--- src/rtl/terminal_renderer.sv ---
// Read side of the terminal text grid: fetches characters and glyph rows in step
// with video timing, emits one RGB pixel per clock with aligned syncs and a blinking cursor.
module terminal_renderer #(
   parameter int          SCREEN_WIDTH  = 76,
   parameter int          SCREEN_HEIGHT = 44,
   parameter int          TG_LATENCY    = 2,
   parameter int          FONT_LATENCY  = 2,
   parameter logic [23:0] FG_COLOR      = 24'h00FF00,
   parameter logic [23:0] BG_COLOR      = 24'h000000,
   parameter int          BLINK_FRAMES  = 30
) (
   input  logic                                          pixel_clk_in,
   input  logic                                          rst_in,
   input  logic [10:0]                                   hcount_in,
   input  logic [9:0]                                    vcount_in,
   input  logic                                          hsync_in,
   input  logic                                          vsync_in,
   input  logic                                          active_in,
   input  logic [$clog2(SCREEN_WIDTH)-1:0]               cursor_x_in,
   input  logic [$clog2(SCREEN_HEIGHT)-1:0]              cursor_y_in,
   input  logic                                          cursor_en_in,
   output logic [$clog2(SCREEN_WIDTH*SCREEN_HEIGHT)-1:0] tg_addr,
   input  logic [7:0]                                    tg_data,
   output logic [10:0]                                   font_addr,
   input  logic [7:0]                                    font_data,
   output logic [23:0]                                   pixel_out,
   output logic                                          hsync_out,
   output logic                                          vsync_out,
   output logic                                          active_out
);

   localparam int ADDR_W = $clog2(SCREEN_WIDTH*SCREEN_HEIGHT);
   localparam int FC_W   = $clog2(BLINK_FRAMES);
   // Stage 0 is written on the sampling edge; the last stage feeds the output registers.
   localparam int DEPTH  = TG_LATENCY + FONT_LATENCY + 2;

   typedef struct packed {
      logic       hsync;
      logic       vsync;
      logic       active;
      logic       in_text;
      logic       cursor_hit;
      logic [2:0] glyph_row;
      logic [2:0] glyph_col;
   } stage_t;

   logic [6:0]        col;
   logic [5:0]        row;
   logic              in_text;
   logic              cursor_hit;
   logic [ADDR_W-1:0] cell_addr;
   stage_t            stage_in;
   stage_t            pipe [DEPTH];
   stage_t            last;
   logic              glyph_bit;
   logic              lit;
   logic [FC_W-1:0]   frame_cnt;
   logic              blink_on;
   logic              vsync_prev;
   logic              unused_bits;

   assign col         = hcount_in[10:4];
   assign row         = vcount_in[9:4];
   assign unused_bits = ^{hcount_in[0], vcount_in[0]};
   assign in_text     = active_in && (col < 7'(SCREEN_WIDTH)) && (row < 6'(SCREEN_HEIGHT));
   assign cursor_hit  = cursor_en_in && in_text &&
                        (8'(col) == 8'(cursor_x_in)) && (8'(row) == 8'(cursor_y_in));
   assign cell_addr   = ADDR_W'(row) * ADDR_W'(SCREEN_WIDTH) + ADDR_W'(col);

   always_comb begin
      stage_in            = '0;
      stage_in.hsync      = hsync_in;
      stage_in.vsync      = vsync_in;
      stage_in.active     = active_in;
      stage_in.in_text    = in_text;
      stage_in.cursor_hit = cursor_hit;
      stage_in.glyph_row  = vcount_in[3:1];
      stage_in.glyph_col  = hcount_in[3:1];
   end

   always_ff @(posedge pixel_clk_in or posedge rst_in) begin
      if (rst_in) begin
         for (int i = 0; i < DEPTH; i++) pipe[i] <= '0;
         tg_addr <= '0;
      end else begin
         pipe[0] <= stage_in;
         for (int i = 1; i < DEPTH; i++) pipe[i] <= pipe[i-1];
         tg_addr <= in_text ? cell_addr : '0;
      end
   end

   // The character byte arrives TG_LATENCY edges after tg_addr, when its sample sits in pipe[TG_LATENCY].
   always_ff @(posedge pixel_clk_in or posedge rst_in) begin
      if (rst_in) font_addr <= '0;
      else        font_addr <= {tg_data, pipe[TG_LATENCY].glyph_row};
   end

   always_ff @(posedge pixel_clk_in or posedge rst_in) begin
      if (rst_in) begin
         frame_cnt  <= '0;
         blink_on   <= 1'b1;
         vsync_prev <= 1'b0;
      end else begin
         vsync_prev <= vsync_in;
         if (vsync_in && !vsync_prev) begin
            if (frame_cnt == FC_W'(BLINK_FRAMES - 1)) begin
               frame_cnt <= '0;
               blink_on  <= !blink_on;
            end else begin
               frame_cnt <= frame_cnt + 1'b1;
            end
         end
      end
   end

   assign last      = pipe[DEPTH-1];
   assign glyph_bit = font_data[3'd7 - last.glyph_col];
   assign lit       = glyph_bit ^ (last.cursor_hit && blink_on);

   always_ff @(posedge pixel_clk_in or posedge rst_in) begin
      if (rst_in) begin
         pixel_out  <= '0;
         hsync_out  <= 1'b0;
         vsync_out  <= 1'b0;
         active_out <= 1'b0;
      end else begin
         pixel_out  <= (last.in_text && lit) ? FG_COLOR : BG_COLOR;
         hsync_out  <= last.hsync;
         vsync_out  <= last.vsync;
         active_out <= last.active;
      end
   end

endmodule
--- config.mk ---
export PLATFORM = sky130hd
export DESIGN_NAME = terminal_renderer
export DESIGN_NICKNAME = d
export VERILOG_FILES = /design/src/rtl/terminal_renderer.sv
export SDC_FILE = /design/constraint.sdc
export NUM_CORES = 1
export LEC_CHECK = 0
export ABC_CLOCK_PERIOD_IN_PS = 3200
export BUFFER_PORTS_ARGS = -buffer_cell sky130_fd_sc_hd__buf_2
export CAP_MARGIN = 5
export CORE_UTILIZATION = 51
export CTS_CLUSTER_DIAMETER = 150
export CTS_CLUSTER_SIZE = 40
export DETAILED_ROUTE_END_ITERATION = 16
export PLACE_DENSITY = 0.79
export SLEW_MARGIN = 15
export SYNTH_ARGS = -nofsm -noshare
export SYNTH_HDL_FRONTEND = slang
export SYNTH_SLANG_ARGS = --single-unit
--- constraint.sdc ---
create_clock -name pixel_clk_in -period 3.2 [get_ports pixel_clk_in]
set_clock_uncertainty 0.05 [all_clocks]
set_input_delay 0.64 -clock pixel_clk_in [delete_from_list [all_inputs] [get_ports pixel_clk_in]]
set_output_delay 0.64 -clock pixel_clk_in [all_outputs]
set_load 0.02 [all_outputs]
### Word-level counts from Yosys, hierarchy flattened

Cells that the tools add are included.

| storage, ports and cells | value |
|---|---|
| bits in registers | 105 |
| input port bits | 56 |
| output and inout port bits | 50 |

| operators by class | value |
|---|---|
| add/sub/neg operators | 3 |
| multiply operators | 1 |
| $lt $le $gt $ge | 3 |
| equality and inequality tests | 3 |
| multiplexer cells | 5 |
| bitwise operators | 1 |
| reduce and logical (&&, ||, !) cells | 11 |

Operator list:

| cell | number |
|---|---|
| $mux W16 | 1 |
| $add A12 B7 Y12 | 1 |
| $mux W12 | 1 |
| $mul A6 B5 Y10 const B | 1 |
| $logic_and A1 B1 Y1 | 8 |
| $eq A7 B7 Y1 | 1 |
| $lt A7 B7 Y1 const B | 1 |
| $eq A6 B6 Y1 | 1 |
| $lt A6 B6 Y1 const B | 1 |
| $add A5 B1 Y5 const B | 1 |
| $eq A5 B5 Y1 const B | 1 |
| $mux W5 | 1 |
| $lt A3 B4 Y1 const B | 1 |
| $bmux W1 S3 | 1 |
| $sub A3 B3 Y3 const A | 1 |
| $logic_not A1 Y1 | 2 |
| $reduce_and A2 Y1 | 1 |
| $mux W1 | 1 |
| $xor A1 B1 Y1 | 1 |

### Longest topological paths before layout

Gate-level depths: netlist of the first run.

| depth | value |
|---|---|
| word-level depth | 6 |
| mapped depth | 12 |

### Worst setup path after synthesis of the first run

No wires, ideal clock.

| path | value |
|---|---|
| path type | input -> register |
| from | in vcount_in[4] |
| to | reg tg_addr[10] |
| setup time | 132 ps |
| arrival | 2800 ps |
| path slack | 218 ps |
| stages on the path | 11 |
| path buffers | 0 |
| cells stage by stage | ha_1 ha_1 ha_1 xnor2_1 ha_1 o21a_1 o31ai_1 a211oi_1 nand4b_1 xor2_1 nor2_1 |

| between the ends | value |
|---|---|
| word-level cells in the longest chain between the ends | 3 |

Ends and longest elaborated chain:

| item | line | text |
|---|---|---|
| start, declared | 15 | `input logic [9:0] vcount_in,` |
| $mul A6 B5 Y10 or $lt A6 B6 Y1 (tied branches) | 68, 65 |  |
| $add A12 B7 Y12 or $logic_and A1 B1 Y1 (tied branches) | 68, 65 |  |
| $mux W12 (*) | 88 | `tg_addr <= in_text ? cell_addr : '0;` |
| end signal, assigned | 88 |  |
| end, declared | 22 | `output logic [$clog2(SCREEN_WIDTH*SCREEN_HEIGHT)-1:0] tg_addr,` |

Every way passes the cells marked *; elsewhere a longest branch is shown, timed or not.
A chain may end at the register's enable or synchronous reset.

### Worst setup path after layout of the first run

| path | value |
|---|---|
| from | in vcount_in[5] |
| to | reg tg_addr[11] |

Same word-level chain as after synthesis.

==> metrics.csv, run 1 <==
stage,metric,value,unit
status,status,"complete, no violations",
setup_path,Critical Path RT,3.36,ns
synthesis,Gate Count Post-Synth,274,
detailed_routing,DRT Wirelength,5520,um
synthesis,post-synth design cell area,3660,sq um
hold_path,Hold Path End,pipe[30],
clock_network,worst-skew pair later-pin latency,0.33,ns
clock_network,cts repair resizes,0,
layout,ratio of cells with drive above 1 in the final layout,0.330,
sta,setup TNS,0,ns
sta,hold violation total from the final report,0,
floorplan,area of the die,7520,sq um
grt,initial antenna violation count,0,
grt,pin count of the biggest net entering global routing,50,
floorplan,Initial Util,0.533,
synthesis,yosys warns,0,
synthesis,ys async rst share,1.00,
layout,Final Net Count,459,
synthesis,commonest register cell after synthesis,dfrtp_1,
setup_path,Worst setup EP type,flop,
setup_path,max incr delay on CP,0.47,ns
pwr,total power,2.54,mW
sta,Slew @ Worst Pin,0.771,ns
detailed_routing,drt drc,0,
layout,"most common cell after layout, fill and taps aside",dfrtp_1,
layout,fin area,4390,sq um
synthesis,syn_area_per_cell,13.4,sq um
synthesis,post-synthesis cell type count,46,
setup_path,worst r2r path cells,4,
layout,# fillers,535,
sta,maximum clock rate,340,MHz
hold_path,hold path cells,0,
placed_design,RD Place Congestion,0.785,
setup_path,RR Startpoint,last[0],
detailed_routing,vias,2229,
synthesis,part of the Yosys area used for sequential elements,0.616,
sta,Tcrit/Tclk final,0.919,
pwr,PwrDens,577,nW/um^2
hold_path,min-delay src,pipe[41],
clock_network,CTS tree,yes,
floorplan,Core ar.,6870,sq um
grt,grt ovf,0,
sta,Hold Slack,0.299,ns
hold_path,hold crit path type,reg2reg,
setup_path,crit path max fanout,4,
flow_run,max-cap violation count,0,
layout,"commonest non-fill, non-tap cells in the layout","89 x dfrtp_1, 87 x buf_2, 23 x ha_1, 16 x conb_1",
grt,GRT Total Usage,0.161,
sta,RSZ-0062 raised after global routing,false,
detailed_routing,Pre-antenna DRT Iters,4,
sta,Rel. slew slack,0.486,
setup_path,Worst R2R End,pixel_out[14],
pwr,worst vdd ir,0.261,mV
clock_network,CTS Buf Count,9,
layout,post-layout util,0.640,
floorplan,Die Span X,86.7,um
sta,final max-slew violation count,0,
floorplan,Die Y,86.7,um
placed_design,IO Port Bufs,87,
floorplan,Rows,30,
detailed_routing,Detailed Route Iter0 Violations,39,
grt,first-pass GRT wire length,9210,um
setup_path,most frequent CP cell,ha_1,
grt,number of global-route vias before repair,2196,
synthesis,"EDFF count, synth",0,
placed_design,"Cell Area, Placed",4200,sq um
clock_network,Clock Root Buffer,clkbuf_8,
clock_network,clock sinks,90,
detailed_routing,vias per cell,4.66,
setup_path,Setup Crit Path Kind,in2reg,
setup_path,CP Cell Sequence,buf_2 -> ha_1 -> ha_1 -> inv_1 -> fa_1 -> inv_1 -> ha_1 -> o21ai_0 -> o21bai_1 -> a21oi_1 -> buf_4 -> nor3b_4 -> nand4_1 -> nor3b_2,
layout,synth-to-layout area growth,20.1,%
clock_network,H-tree levels,3,
setup_path,register-to-register setup slack,1.72,ns
floorplan,Ports,106,
sta,Final Setup Violations,0,
setup_path,startpoint type of the worst setup path,input pin,
detailed_routing,number of routed nets with antenna violations,0,
clock_network,clock buffer depth,2,
setup_path,WP data arrival,3.10,ns
clock_network,clock slew at reported path FFs,0.08,ns
pwr,LEAKAGE,2.22,nW
synthesis,#FFs+latches synth,90,
clock_network,Post-CTS Setup Bufs,0,
clock_network,hold buffer count at CTS,0,
detailed_routing,DR WL/cell,11.5,um
placed_design,hpwl dp,4290,um
layout,n_diodes,0,
setup_path,CP max-delay cell,fa_1,
sta,minimum clock period,2.94,ns
## stage by stage
| step | instances | setup WS (ns) |
|---|---|---|
| 2_1_floorplan | 289 | 0.176 |
| 3_3_place_gp | 462 | -0.0280 |
| 3_5_place_dp | 462 | -0.0968 |
| 4_1_cts | 478 | 0.268 |
| 5_1_grt | 478 | 0.0860 |
| 6_report | 478 | 0.260 |
## kinds of logic (layout without fill, tap and decap cells)
| kind of cell | Yosys count | count (layout) | synth area share |
|---|---|---|---|
| DFF | 90 | 90 | 0.616 |
| xor gates and xnor gates | 21 | 21 | 0.0523 |
| AOI/OAI and AO/OA | 33 | 33 | 0.0619 |
| adders and majority gates | 26 | 26 | 0.0950 |
| buffers and inverters | 37 | 130 | 0.0615 |
| muxes | 3 | 3 | 0.0150 |
| and+or+nand+nor | 63 | 63 | 0.0974 |
| other | 1 | 16 | 0.00102 |
## synthesized netlist by cell type, types with 2 or more instances
master	instances	area, sq um
nor3_1	4	20.0
xnor2_1	14	123
fa_1	3	60.1
o21ai_0	8	40.0
a21oi_1	5	25.0
nand4_1	4	25.0
nor2_1	14	52.6
inv_1	13	48.8
buf_4	23	173
a211oi_1	3	22.5
a21o_1	3	22.5
ha_1	23	288
nand3_1	7	35.0
and3_1	2	12.5
mux4_2	2	45.0
nor2b_1	3	18.8
o31ai_1	3	22.5
and2_1	4	25.0
dfrtp_1	89	2230
xor2_1	6	52.6
nand2_1	9	33.8
a211o_1	2	17.5
a31oi_1	2	12.5
nor4_1	2	12.5
nand2b_1	5	31.3
## registers in the layout, indices dropped and copies added (netlist names)
name / flops
active_out: 1
blink_on: 1
font_addr: 11
frame_cnt: 5
hsync_out: 1
last: 8
pipe: 48
pixel_out: 1
tg_addr: 12
vsync_out: 1
vsync_prev: 1
## critical path, delay by kind of cell
| kind | cells | cell delay (ns) |
|---|---|---|
| fa+ha+maj | 4 | 1.23 |
| compound gates | 3 | 0.35 |
| buf+inv | 4 | 0.37 |
| simple gates | 3 | 0.51 |
## report_power, final
group	total, mW	internal (mW)	switching (mW)	leakage, nW
clock	0.729	0.367	0.361	0.0983
combinational	0.536	0.243	0.293	1.02
sequential	1.27	1.23	0.0435	1.09
total	2.54	1.84	0.697	2.22
## final cells by class
type                    count  area [sq um]  area share
clock buffers              11           131      0.0299
flip-flops and latches     90          2250       0.513
inverters                  13          50.0      0.0114
well taps                  96           120      0.0273
multi-input cells         162          1240       0.282
clock inverters             5          61.3      0.0140
repair buffers            101           541       0.123
## worst max path at each step
stage / from / endpoint / cells after the start
after detailed placement: vcount_in[5] / tg_addr[11] / 14
after global placement: vcount_in[5] / tg_addr[11] / 14
after floorplan: rst_in / active_out / 1
after global routing: vcount_in[5] / tg_addr[10] / 13
after CTS: vcount_in[5] / tg_addr[11] / 14
final: vcount_in[5] / tg_addr[11] / 14
## per-layer routing
| metal | track usage | share of wire | vias to the layer above |
|---|---|---|---|
| li1 | - | - | 1096 |
| met1 | 0.179 | 0.42 | 1051 |
| met2 | 0.299 | 0.52 | 78 |
| met3 | 0.0352 | 0.048 | 4 |
| met4 | 0.0636 | 0.011 | 0 |
| met5 | 0 | 0 | - |
No activity file was read; power rests on OpenSTA's default activity.
==> inputs of run 2 (changes only) <==
--- a/config.mk
+++ b/config.mk
@@ -5,14 +5,14 @@
 export SDC_FILE = /design/constraint.sdc
 export NUM_CORES = 1
 export LEC_CHECK = 0
-export ABC_CLOCK_PERIOD_IN_PS = 3200
+export ABC_CLOCK_PERIOD_IN_PS = 2700
 export BUFFER_PORTS_ARGS = -buffer_cell sky130_fd_sc_hd__buf_2
 export CAP_MARGIN = 5
-export CORE_UTILIZATION = 51
+export CORE_UTILIZATION = 46
 export CTS_CLUSTER_DIAMETER = 150
 export CTS_CLUSTER_SIZE = 40
 export DETAILED_ROUTE_END_ITERATION = 16
-export PLACE_DENSITY = 0.79
+export PLACE_DENSITY = 0.75
 export SLEW_MARGIN = 15
 export SYNTH_ARGS = -nofsm -noshare
 export SYNTH_HDL_FRONTEND = slang
==> constraint.sdc (replaced) <==
create_clock -name pixel_clk_in -period 2.7 [get_ports pixel_clk_in]
set_clock_uncertainty 0.05 [all_clocks]
set_input_delay 0.54 -clock pixel_clk_in [delete_from_list [all_inputs] [get_ports pixel_clk_in]]
set_output_delay 0.54 -clock pixel_clk_in [all_outputs]
set_load 0.02 [all_outputs]
==> run 2 against run 1 <==
Effect of this change:
- design area increased by 5.2%
- global-route usage down 1.5 points
- final cell count increased by 3.1%
- hold slack worse by 0.060 ns
- utilization fell by 4.1 points
- critical path depth down 1
- wire length rose by 2.8%
- die area rose by 11%
- worst setup slack worse by 0.19 ns
- combinational power rose by 38%
- non-clock buffer count up 9
- via count up 2.0%
- largest power group unchanged
==> metrics.csv, run 2 (synthesis results as in run 1) <==
stage,metric,value,unit,change
grt,initial antenna violation count,0,,unchanged
sta,final max-slew violation count,0,,unchanged
layout,Top Registers,"pipe (48), tg_addr (12), font_addr (11)",,
clock_network,worst-skew pair later-pin latency,0.35,ns,+0.02 ns
floorplan,Ports,106,,unchanged
clock_network,CTS Buf Count,9,,unchanged
clock_network,Clock Root Buffer,clkbuf_8,,
hold_path,min-delay src,vcount_in[3],,
setup_path,startpoint type of the worst setup path,input pin,,
sta,Final Setup Violations,0,,unchanged
layout,Final Net Count,468,,+2.0%
placed_design,Placement Setup Slack,-0.332,ns,-0.236 ns
clock_network,clock sinks,90,,unchanged
pwr,total power,3.05,mW,+20%
detailed_routing,Pre-antenna DRT Iters,4,,unchanged
layout,# fillers,622,,+16%
grt,first-pass GRT wire length,9380,um,+1.8%
setup_path,Worst R2R End,pixel_out[14],,
setup_path,worst r2r path cells,4,,unchanged
hold_path,hold path cells,1,,+1
floorplan,Rows,32,,+6.7%
layout,"most common cell after layout, fill and taps aside",dfrtp_1,,
hold_path,Hold Path End,pipe[60],,
floorplan,Die Span X,91.2,um,+5.2%
detailed_routing,Detailed Route Iter0 Violations,43,,+10%
sta,RSZ-0062 raised after global routing,false,,
setup_path,crit path max fanout,4,,unchanged
placed_design,IO Port Bufs,87,,unchanged
layout,n_diodes,0,,unchanged
detailed_routing,number of routed nets with antenna violations,0,,unchanged
sta,Tcrit/Tclk final,0.973,,
placed_design,hpwl dp,4350,um,+1.3%
setup_path,WP data arrival,2.79,ns,-0.31 ns
hold_path,hold crit path type,in2reg,,
status,status,"complete, no violations",,
sta,maximum clock rate,380,MHz,
layout,fin area,4620,sq um,+5.2%
clock_network,clock slew at reported path FFs,0.09,ns,about the same
sta,Hold Slack,0.239,ns,-0.0597 ns
detailed_routing,vias,2274,,+2.0%
floorplan,area of the die,8320,sq um,+11%
layout,Biggest register,pipe,,
grt,GRT Total Usage,0.146,,-0.0147
clock_network,clock buffer depth,2,,unchanged
clock_network,H-tree levels,3,,unchanged
setup_path,RR Startpoint,last[0],,
sta,setup TNS,0,ns,unchanged
floorplan,Initial Util,0.474,,-0.0592
layout,ratio of cells with drive above 1 in the final layout,0.391,,+0.0615
clock_network,CTS tree,yes,,
setup_path,Critical Path RT,2.87,ns,-0.49 ns
pwr,PwrDens,659,nW/um^2,+14%
setup_path,Worst setup EP type,flop,,
floorplan,Die Y,91.2,um,+5.2%
grt,grt ovf,0,,unchanged
grt,number of global-route vias before repair,2217,,+0.96%
floorplan,Core ar.,7730,sq um,+12%
layout,"commonest non-fill, non-tap cells in the layout","89 x dfrtp_1, 86 x buf_2, 23 x buf_4, 16 x conb_1",,
grt,pin count of the biggest net entering global routing,91,,+82%
placed_design,"Cell Area, Placed",4380,sq um,+4.3%
flow_run,max-cap violation count,0,,unchanged
layout,max reg flops,48,,unchanged
setup_path,register-to-register setup slack,1.22,ns,-0.50 ns
placed_design,RD Place Congestion,0.792,,+0.90%
sta,hold violation total from the final report,0,,unchanged
detailed_routing,DR WL/cell,11.5,um,-0.34%
pwr,worst vdd ir,0.277,mV,+5.9%
pwr,LEAKAGE,2.26,nW,+1.8%
layout,synth-to-layout area growth,26.3,%,
sta,final setup margin,0.0718,ns,-0.188 ns
detailed_routing,drt drc,0,,unchanged
detailed_routing,vias per cell,4.61,,-1.1%
sta,minimum clock period,2.63,ns,
detailed_routing,DRT Wirelength,5670,um,+2.8%
setup_path,Setup Crit Path Kind,in2reg,,
-- run 2: cell count changes in the layout (fill, tap and decap cells not counted), sizes merged --
cell	delta
clkinvlp	+1
bufinv	-1
clkbuf	-1
buf	+9
clkinv	+1
-- run 2: repair_timing --
action,CTS,global route
buffers inserted,0,2
resized for setup,0,6
endpoints found under the setup margin,0,2
hold buffers,0,0
-- run 2: layout make-up --
class | count | area [sq um] | share of cell area
clock buffers | 10 | 128 | 0.0276
clock inverters | 6 | 51.3 | 0.0111
inverters | 13 | 52.6 | 0.0114
multi-input cells | 162 | 1390 | 0.300
flip-flops and latches | 90 | 2250 | 0.487
well taps | 102 | 128 | 0.0276
repair buffers | 110 | 623 | 0.135
-- run 2: worst max-delay path by stage --
stage / slack, ns / cells past startpoint / start / endpoint
detailed placement: -0.33 / 13 / vcount_in[5] / tg_addr[11]
global route: 0.001 / 12 / vcount_in[6] / tg_addr[11]
floorplan: -0.03 / 12 / vcount_in[6] / tg_addr[11]
global placement: -0.30 / 13 / vcount_in[5] / tg_addr[11]
CTS: 0.04 / 13 / vcount_in[5] / tg_addr[11]
finish: 0.07 / 13 / vcount_in[5] / tg_addr[11]
-- run 2: through the flow --
step	util	std cells
floorplan	-	289
global placement	0.567	475
detailed placement	0.567	475
CTS	0.590	491
global route	0.598	493
finish	0.598	493
-- run 2: worst max-delay path: stages --
cell	delay [ns]
buf_4	0.14
ha_4	0.27
ha_4	0.12
inv_2	0.03
fa_2	0.52
inv_2	0.04
ha_4	0.27
o21ai_2	0.05
o21bai_1	0.16
a21oi_2	0.11
nor3b_4	0.25
nand4_1	0.12
nor3b_2	0.16
-- run 2: power by group --
part / internal [mW] / total [mW] / switching [mW]
registers: 1.45 / 1.50 / 0.0507
clock network: 0.347 / 0.802 / 0.455
logic: 0.359 / 0.738 / 0.379
total: 2.16 / 3.05 / 0.884
-- run 2: layer usage --
layer,global-route usage,wire length [um],up-vias
li1,-,-,1111
met1,0.164,2370,1074
met2,0.259,2900,77
met3,0.0369,283,12
met4,0.0688,122,0
met5,0,0,-
